`config.mk`:
```
export PLATFORM = sky130hd
export DESIGN_NAME = data_bus_arb
export DESIGN_NICKNAME = d
export VERILOG_FILES = /design/src/rtl/data_bus_arb.sv
export SDC_FILE = /design/constraint.sdc
export NUM_CORES = 1
export LEC_CHECK = 0
export ABC_AREA = 1
export BUFFER_PORTS_ARGS = -buffer_cell sky130_fd_sc_hd__buf_2
export CAP_MARGIN = 25
export CORE_ASPECT_RATIO = 2
export CORE_MARGIN = 1.5
export CORE_UTILIZATION = 40
export CTS_CLUSTER_DIAMETER = 100
export DETAILED_ROUTE_END_ITERATION = 16
export SLEW_MARGIN = 20
export SYNTH_ARGS = -nofsm -noshare
export SYNTH_HDL_FRONTEND = slang
export SYNTH_SLANG_ARGS = --single-unit
export TNS_END_PERCENT = 5
```
`constraint.sdc`:
```
create_clock -name clk -period 3.2 [get_ports clk]
set_clock_uncertainty 0.05 [all_clocks]
set_input_delay 0.32 -clock clk [delete_from_list [all_inputs] [get_ports clk]]
set_output_delay 0.32 -clock clk [all_outputs]
set_load 0.01 [all_outputs]
```
`src/rtl/data_bus_arb.sv`:
```
// data_bus_arb: round-robin arbiter that merges NUM_SRC valid/ready sources
// into a FIFO_DEPTH-entry FIFO; the FIFO head drives one valid/ready sink.
// Each stored word carries the index of the source that produced it.
// Optional feature: define DATA_BUS_PARITY_EN to store the even parity of
// every word alongside it and expose the head's parity on bus_parity.
module data_bus_arb #(
  parameter  int DATA_WIDTH = 8,
  parameter  int NUM_SRC    = 4,
  parameter  int FIFO_DEPTH = 4,
  localparam int ID_W       = $clog2(NUM_SRC),
  localparam int PTR_W      = $clog2(FIFO_DEPTH),
  localparam int CNT_W      = $clog2(FIFO_DEPTH) + 1
) (
  input  logic                          clk,
  input  logic                          rst,
  input  logic [NUM_SRC-1:0]            src_valid,
  input  logic [NUM_SRC*DATA_WIDTH-1:0] src_data,
  output logic [NUM_SRC-1:0]            src_ready,
  output logic                          bus_valid,
  output logic [DATA_WIDTH-1:0]         bus_data,
  output logic [ID_W-1:0]               bus_src_id,
`ifdef DATA_BUS_PARITY_EN
  output logic                          bus_parity,
`endif
  input  logic                          bus_ready,
  output logic [CNT_W-1:0]              fifo_count
);

  typedef struct packed {
`ifdef DATA_BUS_PARITY_EN
    logic                  parity;
`endif
    logic [ID_W-1:0]       id;
    logic [DATA_WIDTH-1:0] data;
  } entry_t;

  localparam logic [CNT_W-1:0] FULL_CNT = CNT_W'(FIFO_DEPTH);
  localparam logic [ID_W-1:0]  LAST_SRC = ID_W'(NUM_SRC - 1);

  entry_t           mem_q [FIFO_DEPTH];
  logic [PTR_W-1:0] wr_q, wr_d;
  logic [PTR_W-1:0] rd_q, rd_d;
  logic [CNT_W-1:0] count_q, count_d;
  logic [ID_W-1:0]  rr_q, rr_d;

  logic             grant_valid;
  logic [ID_W-1:0]  grant_idx;
  logic             push;
  logic             pop;
  entry_t           push_entry;
  entry_t           head;

  // Round-robin search from rr_q upward; no grant while full or in reset.
  always_comb begin
    logic [ID_W-1:0] cand;
    // NOTE: every variable driven here gets a default before any branch, so no path can leave it unassigned and infer a latch.
    grant_valid = 1'b0;
    grant_idx   = '0;
    cand        = '0;
    if (!rst && (count_q != FULL_CNT)) begin
      for (int k = 0; k < NUM_SRC; k++) begin
        cand = ID_W'((int'(rr_q) + k) % NUM_SRC);
        if (!grant_valid && src_valid[cand]) begin
          grant_valid = 1'b1;
          grant_idx   = cand;
        end
      end
    end
  end

  assign src_ready = grant_valid ? (NUM_SRC'(1) << grant_idx) : '0;
  assign push      = grant_valid;
  assign pop       = bus_valid & bus_ready;

  // Build the entry to store: the granted source's word, its index and parity.
  always_comb begin
    push_entry    = '0;
    push_entry.id = grant_idx;
    for (int s = 0; s < NUM_SRC; s++) begin
      if (grant_idx == ID_W'(s)) begin
        push_entry.data = src_data[s*DATA_WIDTH +: DATA_WIDTH];
      end
    end
`ifdef DATA_BUS_PARITY_EN
    push_entry.parity = ^push_entry.data;
`endif
  end

  // Next-state for pointers, occupancy and the round-robin pointer.
  always_comb begin
    // NOTE: combinational logic uses blocking '=' so each statement sees the values assigned above it; clocked state uses '<=' only.
    wr_d    = wr_q;
    rd_d    = rd_q;
    count_d = count_q;
    rr_d    = rr_q;
    if (push) begin
      wr_d = wr_q + PTR_W'(1);
      rr_d = (grant_idx == LAST_SRC) ? '0 : grant_idx + ID_W'(1);
    end
    if (pop) begin
      rd_d = rd_q + PTR_W'(1);
    end
    if (push && !pop) begin
      count_d = count_q + CNT_W'(1);
    end else if (pop && !push) begin
      count_d = count_q - CNT_W'(1);
    end
  end

  // Control state: asynchronously cleared, updated on the rising edge.
  always_ff @(posedge clk or posedge rst) begin
    if (rst) begin
      wr_q    <= '0;
      rd_q    <= '0;
      count_q <= '0;
      rr_q    <= '0;
    end else begin
      wr_q    <= wr_d;
      rd_q    <= rd_d;
      count_q <= count_d;
      rr_q    <= rr_d;
    end
  end

  // FIFO storage write on every accepted push.
  // NOTE: the storage array has no reset; count_q and the pointers define which entries are live, and the output mux zeroes the bus when empty.
  always_ff @(posedge clk) begin
    if (push) begin
      mem_q[wr_q] <= push_entry;
    end
  end

  assign head       = mem_q[rd_q];
  assign bus_valid  = (count_q != '0);
  assign bus_data   = bus_valid ? head.data : '0;
  assign bus_src_id = bus_valid ? head.id   : '0;
`ifdef DATA_BUS_PARITY_EN
  assign bus_parity = bus_valid ? head.parity : 1'b0;
`endif
  assign fifo_count = count_q;

endmodule

```
== Word level (Yosys, flattened, before mapping) ==
Memories as Yosys holds them, arrays and structs flattened.
Index checks and enable logic that the tools add are counted.
Operators by class
  bitwise operators: 1
  order comparisons: 4
  equality and inequality tests: 4
  shift-type cells: 1
  reductions and logical operators: 15
  multiplexer cells: 33
  add/subtract/negate cells: 8
Operators by type and width (count)
  2-to-1 mux 8 bit: 5
  2-to-1 mux 1 bit: 14
  2-to-1 mux 2 bit: 7
  < comparator 2 x 3 -> 1 bit, second input constant: 4
  adder 2 x 1 -> 2 bit, second input constant: 4
  binary-select mux 1 bit (select 2 bit): 4
  logical AND 1 bit: 6
  logical NOT 1 bit: 6
  2-to-1 mux 3 bit: 2
  adder 2 bit, second input constant: 2
  equality test 2 bit, second input constant: 2
  2-to-1 mux 4 bit: 1
  left shift 1 x 2 -> 4 bit, first input constant: 1
  adder 3 x 1 -> 3 bit, second input constant: 1
  != test 3 bit, second input constant: 1
  nonzero test 3 bit: 1
  subtractor 3 x 1 -> 3 bit, second input constant: 1
  equality test 2 x 1 -> 1 bit, second input constant: 1
  logical NOT 2 bit: 1
  nonzero test 2 bit: 1
  bitwise AND 1 bit: 1
Word-level totals
  input port bits: 39
  memories kept: 1
  output and inout bits: 18
  RAM bits: 40
  logic and storage cells: 71
  bits in registers: 9
Memory list
  mem_q: words 4, bits a word 10, rd ports 1, clocked after Yosys merged registers in 0, wr ports 1, RTL line 40  | entry_t mem_q [FIFO_DEPTH];

== Logic depth before layout (Yosys ltp) ==
  depth in word-level cells: 21
  mapped depth: 19
  depth with buffers taken out: 19

== Worst setup path before layout ==
Ideal clock, no wire load.
  kind: reg-to-reg
  start: register rr_q[0]
  end: memory mem_q[0][5] (netlist bit), data pin
  arrival: 2.159 ns
  buffers on the path: 2
  clock period less this slack: 2.500 ns
  stages on the path, launching flop included: 18
  path slack: 0.700 ns
  data required time: 2.859 ns
  setup time: 0.291 ns
  cells stage by stage: dfrtp_1 -> buf_6 -> nand2_1 -> nand3_2 -> nand2_2 -> inv_1 -> nand2_1 -> nand2_1 -> nand2_1 -> inv_1 -> nor2_1 -> ha_1 -> clkbuf_1 -> nor2_1 -> nand2_1 -> nand2_1 -> o21ai_0 -> o21ai_0
RTL lines
  from (decl): RTL line 44  | logic [ID_W-1:0] rr_q, rr_d;
  from (signal assigned): RTL line 121  | rr_q <= rr_d;
  to (decl): RTL line 40

== Final worst setup path ==
  start: register rr_q[0]
  end: output src_ready[3]
Between the ends
  longest elaborated chain between the ends: 18
  elaborated cells between the ends (all ways): 32
  classes of those cells: add/sub (3); shift (1); mux (22); reduce/logical (6)
Ends and longest elaborated chain
  binary-select mux 1 bit (select 2 bit): RTL line 63  | if (!grant_valid && src_valid[cand]) begin
  2-to-1 mux 1 bit (implied by the code): RTL line 63
  2-to-1 mux 1 bit: RTL line 63
  2-to-1 mux 1 bit: RTL line 60  | if (!rst && (count_q != FULL_CNT)) begin
  logical NOT 1 bit: RTL line 63
  logical AND 1 bit: RTL line 63
  2-to-1 mux 1 bit: RTL line 63
  2-to-1 mux 1 bit: RTL line 60
  [3 not listed]
  2-to-1 mux 1 bit: RTL line 60
  logical NOT 1 bit: RTL line 63
  logical AND 1 bit: RTL line 63
  2-to-1 mux 2 bit *: RTL line 63
  2-to-1 mux 2 bit *: RTL line 60
  net grant_idx[1]: RTL line 47  | logic [ID_W-1:0] grant_idx;
  left shift 1 x 2 -> 4 bit *: RTL line 71  | assign src_ready = grant_valid ? (NUM_SRC'(1) << grant_idx) : '0;
  2-to-1 mux 4 bit *: RTL line 71
  to (decl): RTL line 18  | output logic [NUM_SRC-1:0] src_ready,
The timed path passes the listed nets; every way through them passes the cells marked *. The select of a mux whose other input is x is not followed.

==> flow_summary.ini <==
[grt]
grt_use_total_pct = 19.36
grt_pass1_vias = 2189
grt_pass1_wl_um = 10360
antenna_found_initial = 0
gr-total-overflow = 0
grt_max_degree = 22

[sta]
tns_ns = 0
hold_viol = 0
setup_viol = 0
layout_min_cycle_time_ns = 2.949
worst_slew_pin_slew_ns = 0.5703
post-route-period-util_pct = 92.15
rsz0062_at_grt = false
layout_setup_ws_ns = 0.2511
slew_viol_final = 0
slew_headroom_pct = 61.94
max_freq_ghz = 0.3391

[outcome]
run_status = finished, final reports clean

[power]
vdd_drop_max_mv = 0.6206
p_switching_uw = 1569
power_density_nw_per_um2 = 1128
p_sw_share_pct = 43.12
intPower_uw = 2069
p_leak_uw = 0.001438
p_comb_share_pct = 51.1
power_frac_clock_pct = 14.4
pwr-share-seq_pct = 34.5

[final_layout]
final_common_cell = nand2_1
fin_nets = 415
multi_input_comb_area_um2 = 1061
diodes = 0
regArea_um2 = 1428
n_fill_cell = 681
layout_common_cells = nand2_1, buf_2, nor2_1
drive_above_1_share_pct = 24.52
area_growth_pct = 21.61

[floorplan]
initial_core_util_pct = 41.68
die_x_um = 60.57
die_h_um = 118.1
pin_count = 57
std_cell_rows = 41
core-area_um2 = 6361
die_area_um2 = 7155

[clocking]
clockBufferDepth = 2
cts_htree_levels = 2
clk_latency_ns = 0.28
cts_setup_buffers = 0
numCtsBuffers = 5
cts-root-buf = clkbuf_16
path_clk_slew_ns = 0.06
cts.sinks = 49
cts_tree = built

[critical_path]
worstPathCellList = inv_2, nand2_1, nand3_1, nand2_2, nor2_4, nand3b_1, nand3_1, nand2_1, inv_1, ha_2, inv_1, nor2_1, buf_2
cp.required_ns = 2.83
start_kind = flip-flop
regToRegStartpoint = rr_q[0]
endpoint_kind = output port
criticalPathCategory = flip-flop to output port
timing.reg2reg.setup_slack_ns = 0.25
r2r_end = mem_q[0][4]
path_max_fanout = 17
cp.arrival_ns = 2.58
slowest_stage = dfrtp_2
slowest_delay_ns = 0.48
worst-r2r-cell-count = 18

[route]
drt_pass1_iterations = 4
drtAntennaViolNets = 0
wl_per_cell_um = 14.07
routed_wl_um = 6373
num_vias = 2136
drt-vias-per-instance = 4.715
drt_iter0_markers = 78
drc = 0

[yosys]
synthTopCellsByArea = edfxtp_1, nand2_1, dfrtp_1
synth_warnings = 0
synth_top_area_share_pct = 45.30
syn-cell-area_um2 = 2651
ys_ff_latch = 49
synth_cell_type_count = 25
seq_area_frac_synth_pct = 53.80
yosys.area.top_type = edfxtp_1
avgSynthCellArea_um2 = 8.750
syn_inst = 303
syn-num-nets = 352

[min_path]
holdPathEnd = rd_q[0]
hp-class = input port to flip-flop
hold_path_depth = 3
min_from = bus_ready

[placed_design]
io_buffers = 56
dp_hpwl_um = 4843
place_ws_ns = 0.07381
gp_congestion = 0.8524

[flow_run]
maxCapViolations = 0
layer usage:
| layer | GRT usage, % | routed length, um | vias to the layer above |
|---|---|---|---|
| met2 | 35.22 | 3607 | 46 |
| met5 | 0 | 0 | - |
| li1 | - | - | 1113 |
| met4 | 6.929 | 117 | 0 |
| met3 | 2.407 | 190 | 6 |
| met1 | 21.78 | 2457 | 971 |
repair_timing:
action	CTS	global route
endpoints found under the setup margin	1	35
gates cloned	0	0
hold endpoints to repair	9	0
hold buffers	1	0
gates resized for setup	1	4
flip-flops by register name, summed over array words and instances (netlist names):
register and cells:
mem_q 40, fifo_count 3, rd_q 2, rr_q 2, wr_q 2
critical path: cells and delay by family, from the launching register on:
| family | cells | cell delay (ns) |
|---|---|---|
| DFF | 1 | 0.48 |
| and+or+nand+nor | 8 | 0.82 |
| adders and majority gates | 1 | 0.41 |
| buffers and inverters | 4 | 0.59 |
final cells by class:
| class | count | share of cell area, % |
|---|---|---|
| flip-flops and latches | 49 | 44.28 |
| multi-input cells | 213 | 32.91 |
| repair buffers | 67 | 11.33 |
| clock buffers | 5 | 3.880 |
| inverters | 30 | 3.492 |
| well taps | 86 | 3.337 |
| clock inverters | 3 | 0.7761 |
synth_stat cells:
cell and count:
nand3_1 8, nor3_1 1, nor2_4 1, buf_1 1, buf_6 2, edfxtp_1 40, nand3b_1 1, dfrtp_1 9
clkbuf_1 8, nand3_2 2, ha_1 9, o21ai_1 2, clkinv_1 1, xor2_2 1, o21ai_0 37, xor2_1 1
nand2_2 6, fa_1 1, inv_2 2, nand2_1 62, nand2_4 1, nor2_1 56, a21oi_1 22, xnor2_1 2
inv_1 27
how the worst max path moves through the flow:
stage	endpoint	depth (start not counted)	from
after detailed placement	mem_q[0][1]	15	rr_q[0]
after global routing	mem_q[0][4]	16	rr_q[0]
after global placement	mem_q[0][7]	15	rr_q[0]
after CTS	mem_q[3][1]	15	rr_q[0]
after floorplan	mem_q[0][5]	17	rr_q[0]
final	src_ready[3]	13	rr_q[0]
power by group through the flow:
stage	clock (uW)	sequential, uW	combinational, uW
floorplan	0	1220	1310
global placement	0	1270	1830
detailed placement	0	1270	1860
CTS	537	1260	1880
global route	560	1280	2120
finish	524	1260	1860
stage by stage:
step	hold WS [ns]	std cells	util, %	instance area (um2)	power, uW
2_1_floorplan	0.09792	303	-	2651	2527
3_3_place_gp	0.2610	444	48.07	3058	3099
3_5_place_dp	0.2681	444	48.07	3058	3137
4_1_cts	0.2464	453	50.63	3221	3672
5_1_grt	0.2516	453	50.69	3224	3964
6_report	0.2501	453	50.69	3224	3639
kinds of logic (layout without fill, tap and decap cells):
kind of cell | Yosys count | in the layout | synth area share (%)
buffers and inverters | 41 | 105 | 6.371
DFF | 49 | 49 | 53.80
adders and majority gates | 10 | 10 | 5.002
and+or+nand+nor | 138 | 138 | 21.71
AOI/OAI and AO/OA | 61 | 61 | 11.52
xor gates and xnor gates | 4 | 4 | 1.605
Power figures use the tool's default switching activity.
